==> src/rtl/vga_timing_gen.sv <==
// Parametrised VGA raster timing generator with registered, zero-skew sync/blank/strobe outputs,
// a 3-source sticky maskable interrupt (hblank, vblank, line-compare) and a completed-frame counter.
module vga_timing_gen #(
  parameter int H_ACTIVE   = 1024,
  parameter int H_FP       = 48,
  parameter int H_SYNC     = 104,
  parameter int H_BP       = 152,
  parameter int V_ACTIVE   = 768,
  parameter int V_FP       = 3,
  parameter int V_SYNC     = 4,
  parameter int V_BP       = 23,
  parameter bit H_SYNC_POL = 1'b0,
  parameter bit V_SYNC_POL = 1'b1,
  parameter int XW         = 11,
  parameter int YW         = 10
) (
  input  logic          clk,
  input  logic          rst,
  input  logic          enable,
  input  logic [2:0]    irq_en,
  input  logic [2:0]    irq_clr,
  input  logic [YW-1:0] line_cmp,
  output logic [XW-1:0] x,
  output logic [YW-1:0] y,
  output logic          hsync,
  output logic          vsync,
  output logic          blank,
  output logic          de,
  output logic          line_start,
  output logic          frame_start,
  output logic [2:0]    irq_pending,
  output logic          interrupt,
  output logic [15:0]   frame_cnt
);

  localparam int H_TOTAL = H_ACTIVE + H_FP + H_SYNC + H_BP;
  localparam int V_TOTAL = V_ACTIVE + V_FP + V_SYNC + V_BP;

  localparam logic [XW-1:0] X_LAST   = XW'(H_TOTAL - 1);
  localparam logic [YW-1:0] Y_LAST   = YW'(V_TOTAL - 1);
  localparam logic [XW-1:0] X_ACT    = XW'(H_ACTIVE);
  localparam logic [YW-1:0] Y_ACT    = YW'(V_ACTIVE);
  localparam logic [XW-1:0] HS_START = XW'(H_ACTIVE + H_FP);
  localparam logic [XW-1:0] HS_LAST  = XW'(H_ACTIVE + H_FP + H_SYNC - 1);
  localparam logic [YW-1:0] VS_START = YW'(V_ACTIVE + V_FP);
  localparam logic [YW-1:0] VS_LAST  = YW'(V_ACTIVE + V_FP + V_SYNC - 1);

  logic [XW-1:0] x_n;
  logic [YW-1:0] y_n;
  logic          x_wrap;
  logic          y_wrap;
  logic          frame_wrap;
  logic          blank_n;
  logic          hs_on;
  logic          vs_on;
  logic [2:0]    event_vec;

  // Next raster position; the registered video outputs are derived from it so they line up with x/y.
  always_comb begin
    x_n    = x;
    y_n    = y;
    x_wrap = (x == X_LAST);
    y_wrap = (y == Y_LAST);
    if (!enable) begin
      x_n = '0;
      y_n = '0;
    end else if (x_wrap) begin
      x_n = '0;
      y_n = y_wrap ? '0 : y + YW'(1);
    end else begin
      x_n = x + XW'(1);
    end
    frame_wrap = enable && x_wrap && y_wrap;
    blank_n    = (x_n >= X_ACT) || (y_n >= Y_ACT);
    hs_on      = (x_n >= HS_START) && (x_n <= HS_LAST);
    vs_on      = (y_n >= VS_START) && (y_n <= VS_LAST);
    // Events look at the position currently shown, so pending rises one cycle later.
    event_vec  = {(x == X_ACT) && (y == line_cmp),
                  (x == '0) && (y == Y_ACT),
                  (x == X_ACT)};
  end

  always_ff @(posedge clk) begin
    if (rst) begin
      x           <= '0;
      y           <= '0;
      hsync       <= ~H_SYNC_POL;
      vsync       <= ~V_SYNC_POL;
      blank       <= 1'b0;
      de          <= 1'b1;
      line_start  <= 1'b0;
      frame_start <= 1'b0;
      irq_pending <= '0;
      frame_cnt   <= '0;
    end else begin
      x <= x_n;
      y <= y_n;
      if (enable) begin
        hsync       <= hs_on ? H_SYNC_POL : ~H_SYNC_POL;
        vsync       <= vs_on ? V_SYNC_POL : ~V_SYNC_POL;
        blank       <= blank_n;
        de          <= ~blank_n;
        line_start  <= (x_n == '0);
        frame_start <= (x_n == '0) && (y_n == '0);
      end else begin
        hsync       <= ~H_SYNC_POL;
        vsync       <= ~V_SYNC_POL;
        blank       <= 1'b1;
        de          <= 1'b0;
        line_start  <= 1'b0;
        frame_start <= 1'b0;
      end
      // A new event overrides a simultaneous clear of the same bit.
      irq_pending <= (irq_pending & ~irq_clr) | (event_vec & irq_en);
      if (frame_wrap) begin
        frame_cnt <= frame_cnt + 16'd1;
      end
    end
  end

  assign interrupt = |irq_pending;

endmodule

==> config.mk <==
export PLATFORM = sky130hd
export DESIGN_NAME = vga_timing_gen
export DESIGN_NICKNAME = d
export VERILOG_FILES = /design/src/rtl/vga_timing_gen.sv
export SDC_FILE = /design/constraint.sdc
export NUM_CORES = 1
export LEC_CHECK = 0
export ABC_CLOCK_PERIOD_IN_PS = 2400
export BUFFER_PORTS_ARGS = -buffer_cell sky130_fd_sc_hd__buf_4
export CAP_MARGIN = 20
export CORE_ASPECT_RATIO = 1.25
export CORE_MARGIN = 1
export CORE_UTILIZATION = 45
export CTS_BUF_LIST = sky130_fd_sc_hd__clkbuf_16
export CTS_CLUSTER_DIAMETER = 100
export DETAILED_ROUTE_END_ITERATION = 8
export GPL_TIMING_DRIVEN = 0
export PLACE_DENSITY = 0.72
export SYNTH_ARGS = -nofsm -noshare
export SYNTH_HDL_FRONTEND = slang
export SYNTH_SLANG_ARGS = --single-unit
==> constraint.sdc <==
create_clock -name clk -period 2.4 [get_ports clk]
set_input_delay 0.36 -clock clk [delete_from_list [all_inputs] [get_ports clk]]
set_output_delay 0.36 -clock clk [all_outputs]
set_load 0.02 [all_outputs]
==> run summary, run 1 <==
Worst Path Buf+Inv - 0
Final nets - 411
CTS Buf Count - 5
Final setup violation count - 4
Total power - 1700 µW
Top Ports - 66
Number of port buffers - 64
Synth Register Bits - 46
Post-Syn Area per Cell - 8.25 µm²
Post-cts hold buffer count - 0
HP Class - in2reg
Ys async rst share - 0%
Setup crit start kind - flop
Worst slew pin tran - 0.503 ns
CTS root buffer - clkbuf_16
Final antenna-violating net count - 0
Met3 usage - 4.77%
Maximum vdd drop - 0.308 mV
H-tree Lvls - 2
GPL Wtd Cong - 0.915
Crit path time final - 2.48 ns
Initial Utilization - 47.0%
Critical Path, Cell by Cell - or4_4, or4_1, or3_1, o22ai_1, o21bai_1, nor3_1
Seq/Total Area, Yosys - 36.0%
Sink Count - 46
CP max FO - 7
Top Usage Layer GRT - met2
TritonCTS clock tree - done
Layout Skew - 0.00927 ns
Final hold violations - 0
Clk_lat worst skew - 0.29 ns
Tot GR Track Use - 23.0%
Grt ovf - 0
Vias in the first global route - 2463
Max stage delay cell, worst path - or4_4
Crit. End Element - flop
Most used DFF post-synth - dfxtp_1
Vias/cell - 5.43
Grt met2 use - 39.4%
Die area - 0.00599 mm²
Syn Inst Count - 310
Clk slew on worst S/H paths - 0.07 ns
First-pass GRT wire length - 11.2 mm
Reg2reg path depth - 6
Area Growth Syn to Fin - 35.4%
Fmax achieved - 0.403 GHz
Leakage power - 0.00134 µW
Fill count - 461
Pin count of the biggest net entering global routing - 15
Share of layout cells above drive strength 1 - 28.7%
Ant. Diodes - 0
GRT met1 Usage - 26.5%
Die width - 69.4 µm
Initial drt markers - 145
Max cap viols - 0
Rows - 30
Critical Path AT - 2.69 ns
Residual DRC count - 0
RSZ-0062 raised after global routing - yes
Synth area leaders - dfxtp_1 (36%), xnor2_1 (12%), nor2_1 (6.0%)
Status - finished, violations left
Violated checks - negative setup slack
Delay-heaviest family, CP - simple AND/OR/NAND/NOR gates
Mapped cell area - 0.00256 mm²
Routed WL - 6.82 mm
Core area - 0.00544 mm²
Post-synth EDFFs - 0
Setup ws final - -0.0820 ns
CP required - 2.61 ns
Routed len/inst - 15.1 µm
Clock buffer depth - 2
Initial antenna violation count - 0
Total stage count of the critical path - 6
DPL Wire Length - 4.82 mm
Share of the synthesized area in the top cell type - 36.0%
Vias - 2450
Largest stage delay, worst path - 0.61 ns
Yosys top cell by area - dfxtp_1
Final period utilization - 103%
Pre-antenna DRT Iters - 4
Hold path cells - 3
Slew Limit Fails - 0
Cell variety after synth - 46
Crit Path Class - reg2reg
Ys Warns - 0
Core Util, Final - 63.6%
Slew margin rel. - 66.5%
Post-synth net total - 335
PD cells - 490 mW/mm²
Die height - 86.3 µm
## Yosys cell counts (all sizes together) (2+ instances only)
library cell,count
nor3b,2
nand3,16
buf,4
ha,6
and3,5
nor2b,4
xnor2,34
o21ai,6
mux2i,2
and4,2
nor4,9
o211ai,2
nand2,21
a31oi,2
nor3,14
and4b,2
dfxtp,46
nor2,41
nand2b,4
and2,2
or3,7
clkbuf,16
inv,11
o311ai,2
nand4,12
o22ai,2
xor2,10
or4,2
nor4b,3
a21oi,8
mux2,2
## per-stage QoR
stage	instance area [µm²]	TNS, ns	worst slack (ns)	hold WS [ns]	instances
final	3460	-0.238	-0.0820	0.321	451
after floorplan	2570	-0.0191	-0.0191	0.484	310
after detailed placement	3130	-5.68	-0.311	0.470	438
after CTS	3390	-0.0609	-0.0237	0.319	448
after global routing	3460	-0.774	-0.163	0.324	451
after global placement	3130	-5.86	-0.309	0.464	438
## metal layers
| layer | part of all wire (%) | vias to the layer above |
|---|---|---|
| li1 | - | 1225 |
| met1 | 41 | 1127 |
| met2 | 51 | 78 |
| met3 | 4.7 | 20 |
| met4 | 3.1 | 0 |
| met5 | 0 | - |
## area by class of cell
class | instances | area [µm²] | area share, %
Sequential cell | 46 | 931 | 26.9
Clock inverter | 2 | 33.8 | 0.976
Clock buffer | 6 | 150 | 4.34
Tap cell | 64 | 80.1 | 2.31
Buffer | 16 | 78.8 | 2.28
Inverter | 11 | 41.3 | 1.19
Timing Repair Buffer | 73 | 552 | 15.9
Multi-Input combinational cell | 233 | 1600 | 46.1
## flip-flops by register name, indices dropped and copies added, names as in the netlist
register     flops
frame_cnt       16
x               11
y               10
irq_pending      3
blank            1
de               1
frame_start      1
hsync            1
line_start       1
vsync            1
## power by group
group | switching (µW) | internal (µW)
clock network | 296 | 551
logic | 39.7 | 39.6
registers | 3.61 | 767
## what timing repair did
action                                 in CTS  in global routing
endpoints found under the hold margin       0                  0
setup buffers                               6                  3
gates resized for setup                    10                 18
setup endpoints to repair                  27                 15
pin swaps                                   3                  3
## worst min-delay path, delay by kind of cell
kind	cells	cell delay, ns
AO/OA/AOI/OAI	1	0.05
buffers and inverters	1	0.07
AND/OR/NAND/NOR	1	0.08
## path summary, 6_finish.rpt
check / from / endpoint / slack (ns)
worst min register to register: irq_pending[2] / irq_pending[2] / 0.49
worst max register to register: x[6] / vsync / -0.08
worst min-delay path: irq_clr[1] / irq_pending[1] / 0.32
worst max-delay path: x[6] / vsync / -0.08
## cells by family after synthesis
kind of cell | Yosys count | share of synthesized area, %
compound gates | 31 | 8.08
xor+xnor | 44 | 15.1
fa+ha+maj | 6 | 2.94
buf+inv | 31 | 4.94
flops | 46 | 36.0
mux | 4 | 1.66
simple gates | 148 | 31.3
## cell usage in the layout (no fill, tap or decap), types with 9 or more instances in the layout
master / n
buf_4: 74
clkbuf_1: 9
dfxtp_1: 40
inv_1: 11
nand2_1: 21
nand3_1: 14
nand4_1: 11
nor2_1: 41
nor3_1: 12
xnor2_1: 34
xor2_1: 10
No activity file was read; power rests on OpenSTA's default activity.
==> inputs of run 2 (changes only) <==
--- a/config.mk
+++ b/config.mk
@@ -8,7 +8,7 @@
 export ABC_CLOCK_PERIOD_IN_PS = 2400
 export BUFFER_PORTS_ARGS = -buffer_cell sky130_fd_sc_hd__buf_4
 export CAP_MARGIN = 20
-export CORE_ASPECT_RATIO = 1.25
+export CORE_ASPECT_RATIO = 1.5
 export CORE_MARGIN = 1
 export CORE_UTILIZATION = 45
 export CTS_BUF_LIST = sky130_fd_sc_hd__clkbuf_16
==> run 2 against run 1 <==
The run still ends with negative setup slack left. Via count rose by 1.4%. Die area barely moved. Combinational power fell by 0.5%. Total power fell by 10%. Routed wire length fell by 4.4%. Utilization rose by 0.62 points.
==> run summary, run 2 (synthesized netlist as in run 1, its figures left out) <==
Status - finished, violations left (unchanged)
Violated checks - negative setup slack (unchanged)
Initial Utilization - 46.9% (was 47.0%)
Initial drt markers - 91 (was 145)
H-tree Lvls - 2 (unchanged)
Final antenna-violating net count - 0 (unchanged)
Most common cell after layout, fill and taps aside - buf_4 (unchanged)
Max cap viols - 0 (unchanged)
Layout Skew - 0.00620 ns (was 0.00927 ns)
Slew margin rel. - 63.1% (was 66.5%)
Cell area after layout - 0.00350 mm² (was 0.00346 mm²)
Share of layout cells above drive strength 1 - 30.6% (was 28.7%)
Die area - 0.00599 mm² (about the same)
Die height - 94.3 µm (was 86.3 µm)
Final hold violations - 0 (unchanged)
DPL Wire Length - 4.75 mm (was 4.82 mm)
Reg area - 927 µm² (was 931 µm²)
Tot GR Track Use - 21.9% (was 23.0%)
Number of port buffers - 64 (unchanged)
PD cells - 435 mW/mm² (was 490 mW/mm²)
Residual DRC count - 0 (unchanged)
Maximum vdd drop - 0.360 mV (was 0.308 mV)
CP max FO - 8 (was 7)
Crit path time final - 2.53 ns (was 2.48 ns)
Pin count of the biggest net entering global routing - 16 (was 15)
Routed len/inst - 14.2 µm (was 15.1 µm)
Clock buffer depth - 2 (unchanged)
Most flop-heavy register - frame_cnt (unchanged)
CP required - 2.54 ns (was 2.61 ns)
HP Class - in2reg (unchanged)
Initial antenna violation count - 0 (unchanged)
Worst slew pin tran - 0.549 ns (was 0.503 ns)
Crit. End Element - flop (unchanged)
Top Ports - 66 (unchanged)
Slew Limit Fails - 0 (unchanged)
First-pass GRT wire length - 10.5 mm (was 11.2 mm)
Clk_lat worst skew - 0.28 ns (was 0.29 ns)
Final period utilization - 106% (was 103%)
Most frequent cells in the layout - buf_4 (75), dfxtp_1 (43), nor2_1 (40) (was buf_4 (74), nor2_1 (41), dfxtp_1 (40))
Inst Count DP - 444 (was 438)
Setup crit start kind - flop (unchanged)
Ant. Diodes - 0 (unchanged)
Die width - 63.5 µm (was 69.4 µm)
Post-cts hold buffer count - 0 (unchanged)
Rows - 33 (was 30)
Vias/cell - 5.41 (was 5.43)
CTS Buf Count - 5 (unchanged)
Vias - 2485 (was 2450)
Fmax achieved - 0.395 GHz (was 0.403 GHz)
RSZ-0062 raised after global routing - yes (unchanged)
Multi-input gate area - 0.00163 mm² (was 0.00160 mm²)
Regs by FF count - frame_cnt (16), x (11), y (10) (unchanged)
Clk slew on worst S/H paths - 0.06 ns (was 0.07 ns)
Fin cells - 459 (was 451)
Routed WL - 6.52 mm (was 6.82 mm)
Total power - 1520 µW (was 1700 µW)
Setup ws final - -0.133 ns (was -0.0820 ns)
Area Growth Syn to Fin - 37.0% (was 35.4%)
Core area - 0.00545 mm² (was 0.00544 mm²)
Largest register FFs - 16 (unchanged)
Grt ovf - 0 (unchanged)
CTS root buffer - clkbuf_16 (unchanged)
Crit Path Class - reg2reg (unchanged)
Fill count - 506 (was 461)
Critical Path AT - 2.68 ns (was 2.69 ns)
Final setup violation count - 3 (was 4)
Leakage power - 0.00135 µW (was 0.00134 µW)
TritonCTS clock tree - done (unchanged)
Final nets - 413 (was 411)
Vias in the first global route - 2330 (was 2463)
Sink Count - 46 (unchanged)
Pre-antenna DRT Iters - 4 (unchanged)
Placed cell areas - 0.00314 mm² (was 0.00313 mm²)
GPL Wtd Cong - 0.951 (was 0.915)
==> run 2: cell types whose count changed in the layout (fill, tap and decap cells not counted), sizes merged <==
cell and delta:
bufinv -1, inv +1, clkbuf -1, buf +2, clkinv +1
==> run 2: area by class of cell <==
cell class / count / area share [%]
Buffer: 15 / 1.97
Clock buffer: 5 / 3.57
Clock inverter: 3 / 0.572
Inverter: 11 / 1.18
Multi-Input combinational cell: 233 / 46.6
Sequential cell: 46 / 26.5
Tap cell: 70 / 2.50
Timing Repair Buffer: 76 / 17.1
==> run 2: worst paths after layout <==
path | from | endpoint | slack [ns] | cells after the start
setup reg to reg | x[6] | blank | -0.13 | 6
hold / removal | irq_clr[1] | irq_pending[1] | 0.34 | 3
setup / recovery | x[6] | blank | -0.13 | 6
hold reg to reg | x[0] | x[0] | 0.48 | 1
==> run 2: worst max-delay path, cell delays in order (launching register included) <==
cell,delay (ns)
dfxtp_4,0.34
or4_4,0.61
or4_4,0.58
a211oi_1,0.36
o22ai_2,0.15
o21bai_1,0.21
o21ai_0,0.14
==> run 2: power by group <==
| part | internal [µW] | switching, µW |
|---|---|---|
| registers | 766 | 2.98 |
| clock network | 386 | 289 |
| logic | 39.2 | 39.7 |
==> run 2: stage by stage <==
stage | utilization (%) | hold slack [ns] | TNS, ns | setup WS (ns)
CTS | 62.2 | 0.335 | -0.0939 | -0.0467
global placement | 57.6 | 0.460 | -5.05 | -0.274
global route | 64.2 | 0.342 | -0.422 | -0.180
floorplan | - | 0.484 | -0.0191 | -0.0191
finish | 64.2 | 0.336 | -0.270 | -0.133
detailed placement | 57.6 | 0.469 | -5.60 | -0.317
==> run 2: timing repair <==
item | in CTS | in global routing
pin swaps | 3 | 4
endpoints found under the setup margin | 27 | 13
gates resized for setup | 14 | 21
setup buffers | 6 | 6
==> run 2: routing by layer <==
| layer | routed length (µm) | part of all wire (%) | up-vias | track usage [%] |
|---|---|---|---|---|
| met5 | 0 | 0 | - | 0 |
| met4 | 184 | 2.8 | 0 | 11.0 |
| met3 | 277 | 4.2 | 16 | 3.16 |
| met2 | 3370 | 52 | 66 | 39.7 |
| met1 | 2690 | 41 | 1169 | 24.5 |
| li1 | - | - | 1234 | - |
